**src/rtl/gpio_vector_monitor.sv**
```systemverilog
// -----------------------------------------------------------------------------
// gpio_vector_monitor
//
// Watches a GPIO slice that firmware steps through a known counting sequence
// (START_VAL, START_VAL+STEP, ... END_VAL, modulo 2^WIDTH). It reports pass
// when the end value is reached, and fail on a wrong value or a stall.
//
// Optional feature: define GPIO_VECMON_CAPTURE_EN to keep the first wrong
// accepted value on mismatch_val. Without the macro mismatch_val is tied to 0
// and the capture register does not exist.
//
// Ports
//   clock        : sole clock, rising edge
//   reset        : asynchronous, active-high reset
//   enable       : run request; low returns the monitor to IDLE
//   vec_in       : asynchronous GPIO slice [WIDTH-1:0]
//   busy         : high while waiting for the start value or tracking
//   step_ok      : one-cycle pulse per accepted correct value
//   pass         : sticky, end value reached
//   fail         : sticky, wrong value or stall
//   timeout      : sticky, the fail was caused by a stall
//   expected     : next value awaited [WIDTH-1:0]
//   mismatch_val : first wrong accepted value (capture build only)
//   state_dbg    : current FSM state encoding, for checkers/debug
//
// Parameters: WIDTH, START_VAL, END_VAL, STEP, STABLE (1..15), TIMEOUT.
// -----------------------------------------------------------------------------
module gpio_vector_monitor #(
  parameter int WIDTH     = 8,
  parameter int START_VAL = 0,
  parameter int END_VAL   = 33,
  parameter int STEP      = 1,
  parameter int STABLE    = 2,
  parameter int TIMEOUT   = 1000
) (
  input  logic             clock,
  input  logic             reset,
  input  logic             enable,
  input  logic [WIDTH-1:0] vec_in,
  output logic             busy,
  output logic             step_ok,
  output logic             pass,
  output logic             fail,
  output logic             timeout,
  output logic [WIDTH-1:0] expected,
  output logic [WIDTH-1:0] mismatch_val,
  output logic [2:0]       state_dbg
);

  localparam logic [WIDTH-1:0] START_V = WIDTH'(START_VAL);
  localparam logic [WIDTH-1:0] END_V   = WIDTH'(END_VAL);
  localparam logic [WIDTH-1:0] STEP_V  = WIDTH'(STEP);
  localparam logic [4:0]       STABLE_N = 5'(STABLE);
  // The stall counter only has to reach TIMEOUT-1.
  localparam int               TCW = (TIMEOUT < 2) ? 1 : $clog2(TIMEOUT);
  localparam logic [TCW-1:0]   STALL_LAST = TCW'(TIMEOUT - 1);

  typedef enum logic [2:0] {
    S_IDLE       = 3'd0,
    S_WAIT_START = 3'd1,
    S_TRACK      = 3'd2,
    S_PASS       = 3'd3,
    S_FAIL       = 3'd4
  } state_t;

  state_t           state;
  logic [WIDTH-1:0] sync_q1;
  logic [WIDTH-1:0] sync_q2;
  logic [WIDTH-1:0] prev_sample;
  logic [3:0]       run_cnt;
  logic [4:0]       run_n;
  logic             acc_valid;
  logic             new_val;
  logic [WIDTH-1:0] last_val;
  logic [TCW-1:0]   stall_cnt;
  logic             stall_hit;

  assign state_dbg = state;

  // Two-flop synchroniser; nothing downstream looks at vec_in directly.
  always_ff @(posedge clock or posedge reset) begin
    if (reset) begin
      sync_q1 <= '0;
      sync_q2 <= '0;
    end else begin
      sync_q1 <= vec_in;
      sync_q2 <= sync_q1;
    end
  end

  // Stability filter. run_n is the length of the current run of equal
  // synchronised samples including this cycle. Once it reaches STABLE the
  // value stays accepted for as long as it is held, so the FSM sees a level
  // rather than a one-shot event; that is why TRACK ignores repeats of the
  // last accepted value. run_cnt saturates at STABLE.
  always_comb begin
    run_n = 5'd1;
    if (sync_q2 == prev_sample) begin
      run_n = {1'b0, run_cnt} + 5'd1;
    end
  end

  assign acc_valid = (run_n >= STABLE_N);
  assign new_val   = acc_valid && (sync_q2 != last_val);
  assign stall_hit = (stall_cnt == STALL_LAST);

  always_ff @(posedge clock or posedge reset) begin
    if (reset) begin
      prev_sample <= '0;
      run_cnt     <= '0;
    end else begin
      prev_sample <= sync_q2;
      run_cnt     <= acc_valid ? STABLE_N[3:0] : run_n[3:0];
    end
  end

  // Main sequencer. An advance is tested before the stall limit, so an
  // advance on the same cycle as the limit wins and clears the counter.
  always_ff @(posedge clock or posedge reset) begin
    if (reset) begin
      state     <= S_IDLE;
      busy      <= 1'b0;
      step_ok   <= 1'b0;
      pass      <= 1'b0;
      fail      <= 1'b0;
      timeout   <= 1'b0;
      expected  <= START_V;
      last_val  <= '0;
      stall_cnt <= '0;
    end else begin
      step_ok <= 1'b0;
      if (!enable) begin
        state     <= S_IDLE;
        busy      <= 1'b0;
        pass      <= 1'b0;
        fail      <= 1'b0;
        timeout   <= 1'b0;
        expected  <= START_V;
        stall_cnt <= '0;
      end else begin
        case (state)
          S_IDLE: begin
            state     <= S_WAIT_START;
            busy      <= 1'b1;
            stall_cnt <= '0;
          end
          S_WAIT_START: begin
            if (acc_valid && (sync_q2 == START_V)) begin
              stall_cnt <= '0;
              last_val  <= START_V;
              if (START_V == END_V) begin
                state <= S_PASS;
                busy  <= 1'b0;
                pass  <= 1'b1;
              end else begin
                state    <= S_TRACK;
                expected <= START_V + STEP_V;
              end
            end else if (stall_hit) begin
              state   <= S_FAIL;
              busy    <= 1'b0;
              fail    <= 1'b1;
              timeout <= 1'b1;
            end else begin
              stall_cnt <= stall_cnt + 1'b1;
            end
          end
          S_TRACK: begin
            if (new_val && (sync_q2 == expected)) begin
              step_ok   <= 1'b1;
              stall_cnt <= '0;
              last_val  <= sync_q2;
              if (sync_q2 == END_V) begin
                state <= S_PASS;
                busy  <= 1'b0;
                pass  <= 1'b1;
              end else begin
                expected <= expected + STEP_V;
              end
            end else if (new_val) begin
              state <= S_FAIL;
              busy  <= 1'b0;
              fail  <= 1'b1;
            end else if (stall_hit) begin
              state   <= S_FAIL;
              busy    <= 1'b0;
              fail    <= 1'b1;
              timeout <= 1'b1;
            end else begin
              stall_cnt <= stall_cnt + 1'b1;
            end
          end
          S_PASS, S_FAIL: begin
            // Terminal until enable drops or reset.
          end
          default: begin
            state <= S_IDLE;
            busy  <= 1'b0;
          end
        endcase
      end
    end
  end

`ifdef GPIO_VECMON_CAPTURE_EN
  // Same condition as the mismatch branch of TRACK above.
  logic             mis_fire;
  logic [WIDTH-1:0] mis_q;

  assign mis_fire = enable && (state == S_TRACK) && new_val && (sync_q2 != expected);

  always_ff @(posedge clock or posedge reset) begin
    if (reset) begin
      mis_q <= '0;
    end else if (!enable || (state == S_IDLE)) begin
      mis_q <= '0;
    end else if (mis_fire) begin
      mis_q <= sync_q2;
    end
  end

  assign mismatch_val = mis_q;
`else
  assign mismatch_val = '0;
`endif

endmodule

```
**config.mk**
```make
export PLATFORM = sky130hd
export DESIGN_NAME = gpio_vector_monitor
export DESIGN_NICKNAME = d
export VERILOG_FILES = /design/src/rtl/gpio_vector_monitor.sv
export SDC_FILE = /design/constraint.sdc
export NUM_CORES = 1
export LEC_CHECK = 0
export ABC_AREA = 1
export ABC_CLOCK_PERIOD_IN_PS = 2460
export BUFFER_PORTS_ARGS = -buffer_cell sky130_fd_sc_hd__buf_4
export CAP_MARGIN = 20
export CORE_ASPECT_RATIO = 0.75
export CORE_MARGIN = 8
export CORE_UTILIZATION = 50
export CTS_CLUSTER_DIAMETER = 150
export DETAILED_ROUTE_END_ITERATION = 10
export PLACE_DENSITY = 0.74
export SETUP_SLACK_MARGIN = 0.5
export SYNTH_ARGS = -nofsm -noshare
export SYNTH_HDL_FRONTEND = slang
export SYNTH_SLANG_ARGS = --single-unit
```
**constraint.sdc**
```tcl
create_clock -name clock -period 2.46 [get_ports clock]
set_input_delay 0.492 -clock clock [delete_from_list [all_inputs] [get_ports clock]]
set_output_delay 0.492 -clock clock [all_outputs]
set_load 0.1 [all_outputs]
```
* Word-level counts from Yosys, hierarchy flattened
Cells that the tools add are included.
** Storage, ports and cells
- Bits in latches :: 0
- Bits of input ports :: 11
- Memories kept :: 0
- Bits in read-only memories :: 0
- Bits in writable memories :: 0
- Register bits :: 62
** Operators by class
- $mul :: 0
- Multiplexer cells :: 49
- $lt $le $gt $ge :: 1
- Reductions and logical operators :: 15
- Eq/ne operators :: 25
- Bitwise gates (word level) :: 0
- Shift-type cells :: 0
- Div/mod/pow operators :: 0
- Add/subtract/negate cells :: 3
** Operators by type and width (number)
- two-way mux 10 bit :: 5
- two-way mux 8 bit :: 6
- case mux 8 bit (2 select lines) :: 2
- case mux 10 bit (3 select lines) :: 1
- two-way mux 1 bit :: 23
- two-way mux 3 bit :: 6
- != test 3 bit, second input constant :: 6
- == test 8 bit :: 2
- case mux 3 bit (4 select lines) :: 1
- AND reduction 4 bit :: 3
- adder 10 x 1 -> 10 bit, second input constant :: 1
- == test 10 bit, second input constant :: 1
- AND reduction 3 bit :: 3
- adder 8 x 1 -> 8 bit, second input constant :: 1
- == test 8 x 6 -> 1 bit, second input constant :: 1
- zero test 8 bit :: 1
- != test 4 bit, second input constant :: 2
- != test 8 bit :: 1
- == test 3 x 2 -> 1 bit, second input constant :: 2
- != test 2 x 1 -> 1 bit, second input constant :: 3
- != test 2 bit, second input constant :: 3
- adder 4 x 1 -> 5 bit, second input constant :: 1
- >= comparator 5 x 2 -> 1 bit, second input constant :: 1
- two-way mux 5 bit :: 1
- other kinds (12) :: 16

* Logic depth before layout (Yosys ltp)
- Word-level depth :: 8
- Depth in mapped cells :: 15
- Gate-level depth less buffers :: 13

* Worst setup path before layout
No wires, ideal clock.
- Path type :: reg2reg
- Start point :: reg state[1] (netlist: state_dbg[1])
- End point :: reg last_val[7]
- Arrival time :: 2118 ps
- Cell stages (with the launch flop) :: 11
- Clock period less this slack :: 2244 ps
- Data required time :: 2334 ps
- Setup slack :: 216 ps
- Path buffers :: 1
- Path through :: dfrtp_1 inv_2 nor3_4 inv_2 nor2_4 inv_1 nor2_4 nand2_4 nand2_4 buf_6 o21ai_0
** On the way
- Longest elaborated chain between the ends :: 3
- Elaborated cells on any way between the ends :: 7
- Those cells by class :: eq/ne: 4; mux: 1; reduce/logical: 2
** Ends and longest elaborated chain
- from (decl) :: line 66 : state_t state;
- from (signal assigned) :: line 121 : state <= S_IDLE;
- from (signal assigned) :: line 133 : state <= S_IDLE;
- from (signal assigned) :: line 143 : state <= S_WAIT_START;
- == test 3 x 2 -> 1 bit or == test 3 x 1 -> 1 bit (tied branches) :: line 141 : case (state)
- != test 2 bit (no line) or nonzero test 2 bit (tied branches)
- AND reduction 4 bit (no line)
- to (signal assigned) :: line 172 : last_val <= sync_q2;
- to (decl) :: line 74 : logic [WIDTH-1:0] last_val;
Several ways; a longest one is shown, not always the timed one.
A chain may end at the register's enable or synchronous reset.

* Final worst setup path
- Start point :: reg sync_q2[7]
- End point :: reg timeout
** On the way
- Longest elaborated chain between the ends :: 7
- Elaborated cells on any way between the ends :: 13
- Those cells by class :: order compare: 1; eq/ne: 6; mux: 1; reduce/logical: 5
** Ends and longest elaborated chain
- from (decl) :: line 68 : logic [WIDTH-1:0] sync_q2;
- from (signal assigned) :: line 87 : sync_q2 <= sync_q1;
- == test 8 bit :: line 98 : if (sync_q2 == prev_sample) begin
- two-way mux 5 bit :: line 98
- >= comparator 5 x 2 -> 1 bit :: line 103 : assign acc_valid = (run_n >= STABLE_N);
- logical AND 1 bit :: line 104 : assign new_val = acc_valid && (sync_q2 != last_val);
- logical AND 1 bit :: line 169 : if (new_val && (sync_q2 == expected)) begin
- != test 3 bit (no line)
- AND reduction 4 bit (no line) (*)
- to (signal assigned) :: line 126 : timeout <= 1'b0;
- to (signal assigned) :: line 163 : timeout <= 1'b1;
- to (signal assigned) :: line 188 : timeout <= 1'b1;
- to (decl) :: line 44 : output logic timeout,
Every way passes the cells marked *; elsewhere a longest branch is shown, timed or not.

==> out/qor_table.md <==
| Parameter | Reported |
|:---|:---|
| Proportion of power drawn by the clock network | 38.9% |
| Portion of netlist area occupied by mux cells | 0% |
| Number of global-route vias before repair | 3105 |
| Least-Margin Pin Slew | 511 ps |
| Clock period minus worst slack | 1900 ps |
| Residual antenna-violating net count after detailed routing | 0 |
| Leakage Power | 2.24 nW |
| Worst Hold Margin | 165 ps |
| Clk root buf | sky130_fd_sc_hd__clkbuf_8 |
| Total net switching power | 0.702 mW |
| Startpoint-to-endpoint class of the critical path | reg -> reg |
| Simple-gate area share of the yosys netlist | 36.7% |
| Net count reported at finish | 543 |
| Data arrival at the endpoint of the critical path | 2130 ps |
| Req. time, crit path | 2690 ps |
| Diodes inserted | 0 |
| Via density | 5.11 |
| Count of port buffers added during placement | 26 |
| Dominant cells by area after synthesis | sky130_fd_sc_hd__dfrtp_1 (44%), sky130_fd_sc_hd__nand2_1 (16%), sky130_fd_sc_hd__nand3_1 (9.1%), sky130_fd_sc_hd__inv_1 (6.1%), sky130_fd_sc_hd__xor2_1 (3.4%) |
| Antenna violations before repair | 0 |
| Layout Cells excl Fill | 632 |
| Endpoint type of the worst setup path | register |
| Sequential share of the synthesized area | 43.5% |
| Final hold violation count | 0 |
| CTS clock-pin slew for the worst setup and hold paths | 80 ps |
| Synth Register Bits | 62 |
| PnR Total Power | 2.21 mW |
| Setup crit start kind | register |
| Gr usage total | 17.9% |
| Number of levels the H-tree was split into | 3 |
| Distinct cells, synth | 36 |
| Final-layout setup total negative slack | 0 ps |
| Int Pwr | 1.50 mW |
| Worst reg-to-reg setup slack | 560 ps |
| Critical path buffers and inverters | 1 |
| Cells on worst reg2reg path | 10 |
| XOR/XNOR share of the synthesized area | 4.91% |
| Total detailed-routing wirelength | 8710 um |
| Weighted congestion at the end of routability-driven global placement | 0.881 |
| # DRC | 0 |
| Portion of synthesized cell area occupied by the leading cell type | 43.5% |
| Fraction of power consumed by combinational cells | 12.2% |
| Critical Path, Cell by Cell | nor2_1 -> nand4_1 -> nor3_4 -> inv_1 -> nor2_4 -> nand3_4 -> nand2_1 -> nor2_1 -> nand2_1 -> o21ai_0 |
| Initial cell density of the core | 52.0% |
| Slowest stage cell, crit path | sky130_fd_sc_hd__dfrtp_2 |
| Maximum number of pins on one net before global-route repair | 25 |
| Detailed-route via count | 3228 |
| Netlist Area Pre-Place | 0.00357 mm^2 |
| Die H | 89.1 um |
| CP max stage delay | 460 ps |
| Unrepaired setup endpoints after global routing | true |
| Wire length of the first global-routing pass | 14300 um |
| Main combinational cell family by area after synthesis | simple AND/OR/NAND/NOR gates |
| Result of the run | completed |
| Count of endpoints failing setup in the final report | 0 |
| Switching share of power | 31.8% |
| Full die area | 0.0101 mm^2 |
| Final Max Tran Viols | 0 |
| First-pass DRT Iterations | 5 |
| Max-capacitance violation count | 0 |
| Floorplan core area | 0.00686 mm^2 |
| Largest driver fanout on the critical path | 7 |
| Clock network latency to the later pin of the worst-skew pair | 360 ps |
| Leading area contributor after synthesis | sky130_fd_sc_hd__dfrtp_1 |
| Detailed Route Iter0 Violations | 160 |
| Number of inserted filler cells in the final layout | 587 |
| Total half-perimeter wirelength after legalization and detailed placement | 5900 um |
| CTS tree | built |
| FP Rows | 26 |
| Global route total overflow | 0 |
| Top Family by Delay on Critical Path | simple AND/OR/NAND/NOR gates |
| Clock Skew | 14.3 ps |
| Gate count after technology mapping | 477 |
| Adder-cell share of the synthesized area | 1.05% |
| Worst hold-check path type | in -> async |
| Maximum clock insertion buffer count | 2 |
| Clock sink count | 62 |
| Count of boundary I/O pins | 35 |
| Post-Synthesis Mean Instance Area | 7.48 um^2 |
| Fmax | 0.525 GHz |
| Post-route clock period utilization | 77.4% |
| Placed Cells | 595 |
| Peak supply drop | 0.468 mV |
| Proportion of power drawn by flip-flops and latches | 48.9% |
| Reg2Reg Launch Point | sync_q2[7]$_DFF_PP0_ |
| Fraction of layout cells with a size suffix above 1 | 24.9% |
| Wire per inst | 13.8 um |
| Die X | 114 um |
| RR Endpoint | timeout$_DFFE_PP0P_ |
| Hold-fix buffer count after cts | 0 |
| Compound-cell area share of the yosys netlist | 3.47% |
| Power density normalized to cell area | 512 mW/mm^2 |
| Max-slew headroom at the worst pin | 65.8% |
| Relative area change from synthesis to final layout | 20.7% |
| Warning count from the yosys run | 0 |
| Total CTS buffers | 9 |
## cell type report
| cell class | instances | area [um^2] | area share [%] |
|---|---|---|---|
| tap | 98 | 123 | 2.85 |
| inverter | 63 | 240 | 5.58 |
| multi-input combinational | 341 | 1790 | 41.5 |
| sequential | 62 | 1580 | 36.6 |
| clock buffer | 9 | 124 | 2.88 |
| timing repair buffer | 52 | 394 | 9.15 |
| clock inverter | 7 | 62.6 | 1.45 |
## routing by layer
layer | track usage [%] | vias up | part of all wire [%] | routed length, um
li1 | - | 1575 | - | -
met4 | 8.19 | 0 | 1.9 | 169
met5 | 0 | - | 0 | 0
met3 | 4.93 | 23 | 8.2 | 712
met1 | 22.8 | 1483 | 45 | 3900
met2 | 27.8 | 147 | 45 | 3920
## layout by cell type (no fill, tap or decap), drive strengths merged
cell	count
a211oi	1
a21oi	7
buf	52
clkbuf	9
clkinv	2
clkinvlp	2
conb	10
dfrtp	62
ha	3
inv	66
nand2	158
nand3	70
nand3b	3
nand4	5
nor2	35
nor3	9
nor4	2
o21a	1
o21ai	14
or2	3
xnor2	6
xor2	14
## registers in the layout, summed over array words and instances, names as in the netlist
signal       flops
prev_sample      8
busy             1
state_dbg        3
sync_q1          8
expected         8
stall_cnt       10
run_cnt          4
step_ok          1
timeout          1
fail             1
sync_q2          8
last_val         8
pass             1
## metrics by stage
step / setup WS (ps) / util [%] / area, um^2
after global routing: 446 / 62.7 / 4310
after detailed placement: 370 / 56.1 / 3850
after CTS: 522 / 59.2 / 4060
after floorplan: 505 / - / 3620
final: 557 / 62.7 / 4310
after global placement: 446 / 56.1 / 3850
## cells in the mapped netlist
master,count
sky130_fd_sc_hd__nor2_4,3
sky130_fd_sc_hd__buf_6,1
sky130_fd_sc_hd__nand2_1,152
sky130_fd_sc_hd__nand3_4,1
sky130_fd_sc_hd__inv_1,58
sky130_fd_sc_hd__nand2_4,3
sky130_fd_sc_hd__a21oi_1,7
sky130_fd_sc_hd__nor3_1,7
sky130_fd_sc_hd__buf_4,9
sky130_fd_sc_hd__nor2_2,4
sky130_fd_sc_hd__nor3_4,1
sky130_fd_sc_hd__buf_1,1
sky130_fd_sc_hd__nand4_1,5
sky130_fd_sc_hd__nor4_1,2
sky130_fd_sc_hd__buf_2,5
sky130_fd_sc_hd__dfrtp_1,62
sky130_fd_sc_hd__inv_2,5
sky130_fd_sc_hd__ha_1,3
sky130_fd_sc_hd__nand2_2,2
sky130_fd_sc_hd__nand3_2,4
sky130_fd_sc_hd__clkbuf_2,1
sky130_fd_sc_hd__clkbuf_1,4
sky130_fd_sc_hd__o21ai_2,1
sky130_fd_sc_hd__or2_2,2
sky130_fd_sc_hd__or2_1,1
sky130_fd_sc_hd__conb_1,1
sky130_fd_sc_hd__a211oi_1,1
sky130_fd_sc_hd__o21ai_1,1
sky130_fd_sc_hd__xnor2_1,6
sky130_fd_sc_hd__nor2_1,28
sky130_fd_sc_hd__nor3_2,1
sky130_fd_sc_hd__nand3b_1,3
sky130_fd_sc_hd__o21a_1,1
sky130_fd_sc_hd__xor2_1,14
sky130_fd_sc_hd__nand3_1,65
sky130_fd_sc_hd__o21ai_0,12
## worst max path at each step
stage | start | end | slack (ps) | cells after the start
2_1_floorplan | expected[1]$_DFFE_PP0P_ | expected[0]$_DFFE_PP0P_ | 500 | 11
3_3_place_gp | sync_q2[5]$_DFF_PP0_ | expected[6]$_DFFE_PP0P_ | 450 | 13
3_5_place_dp | sync_q2[5]$_DFF_PP0_ | expected[1]$_DFFE_PP0P_ | 370 | 13
4_1_cts | sync_q2[1]$_DFF_PP0_ | expected[1]$_DFFE_PP0P_ | 520 | 11
5_1_grt | sync_q2[6]$_DFF_PP0_ | timeout$_DFFE_PP0P_ | 450 | 10
6_report | sync_q2[7]$_DFF_PP0_ | timeout$_DFFE_PP0P_ | 560 | 10
## what timing repair did
action / in CTS / in global routing
endpoints found under the hold margin: 0 / 0
gates cloned: 0 / 1
buffers inserted: 1 / 19
pin swaps: 0 / 14
endpoints found under the setup margin: 27 / 33
gates resized for setup: 5 / 32
## kinds of logic after synthesis
family	Yosys count
other cells	1
flops	62
buf+inv	84
compound gates	23
xor+xnor	20
fa+ha+maj	3
simple gates	284
## power groups by stage
stage	sequential, mW	clock [mW]	combinational (mW)
after floorplan	1.12	0	0.172
after global placement	1.10	0	0.235
after detailed placement	1.10	0	0.238
after CTS	1.08	0.873	0.241
after global routing	1.08	0.913	0.292
final	1.08	0.858	0.270
(Power assumes the default switching activity.)
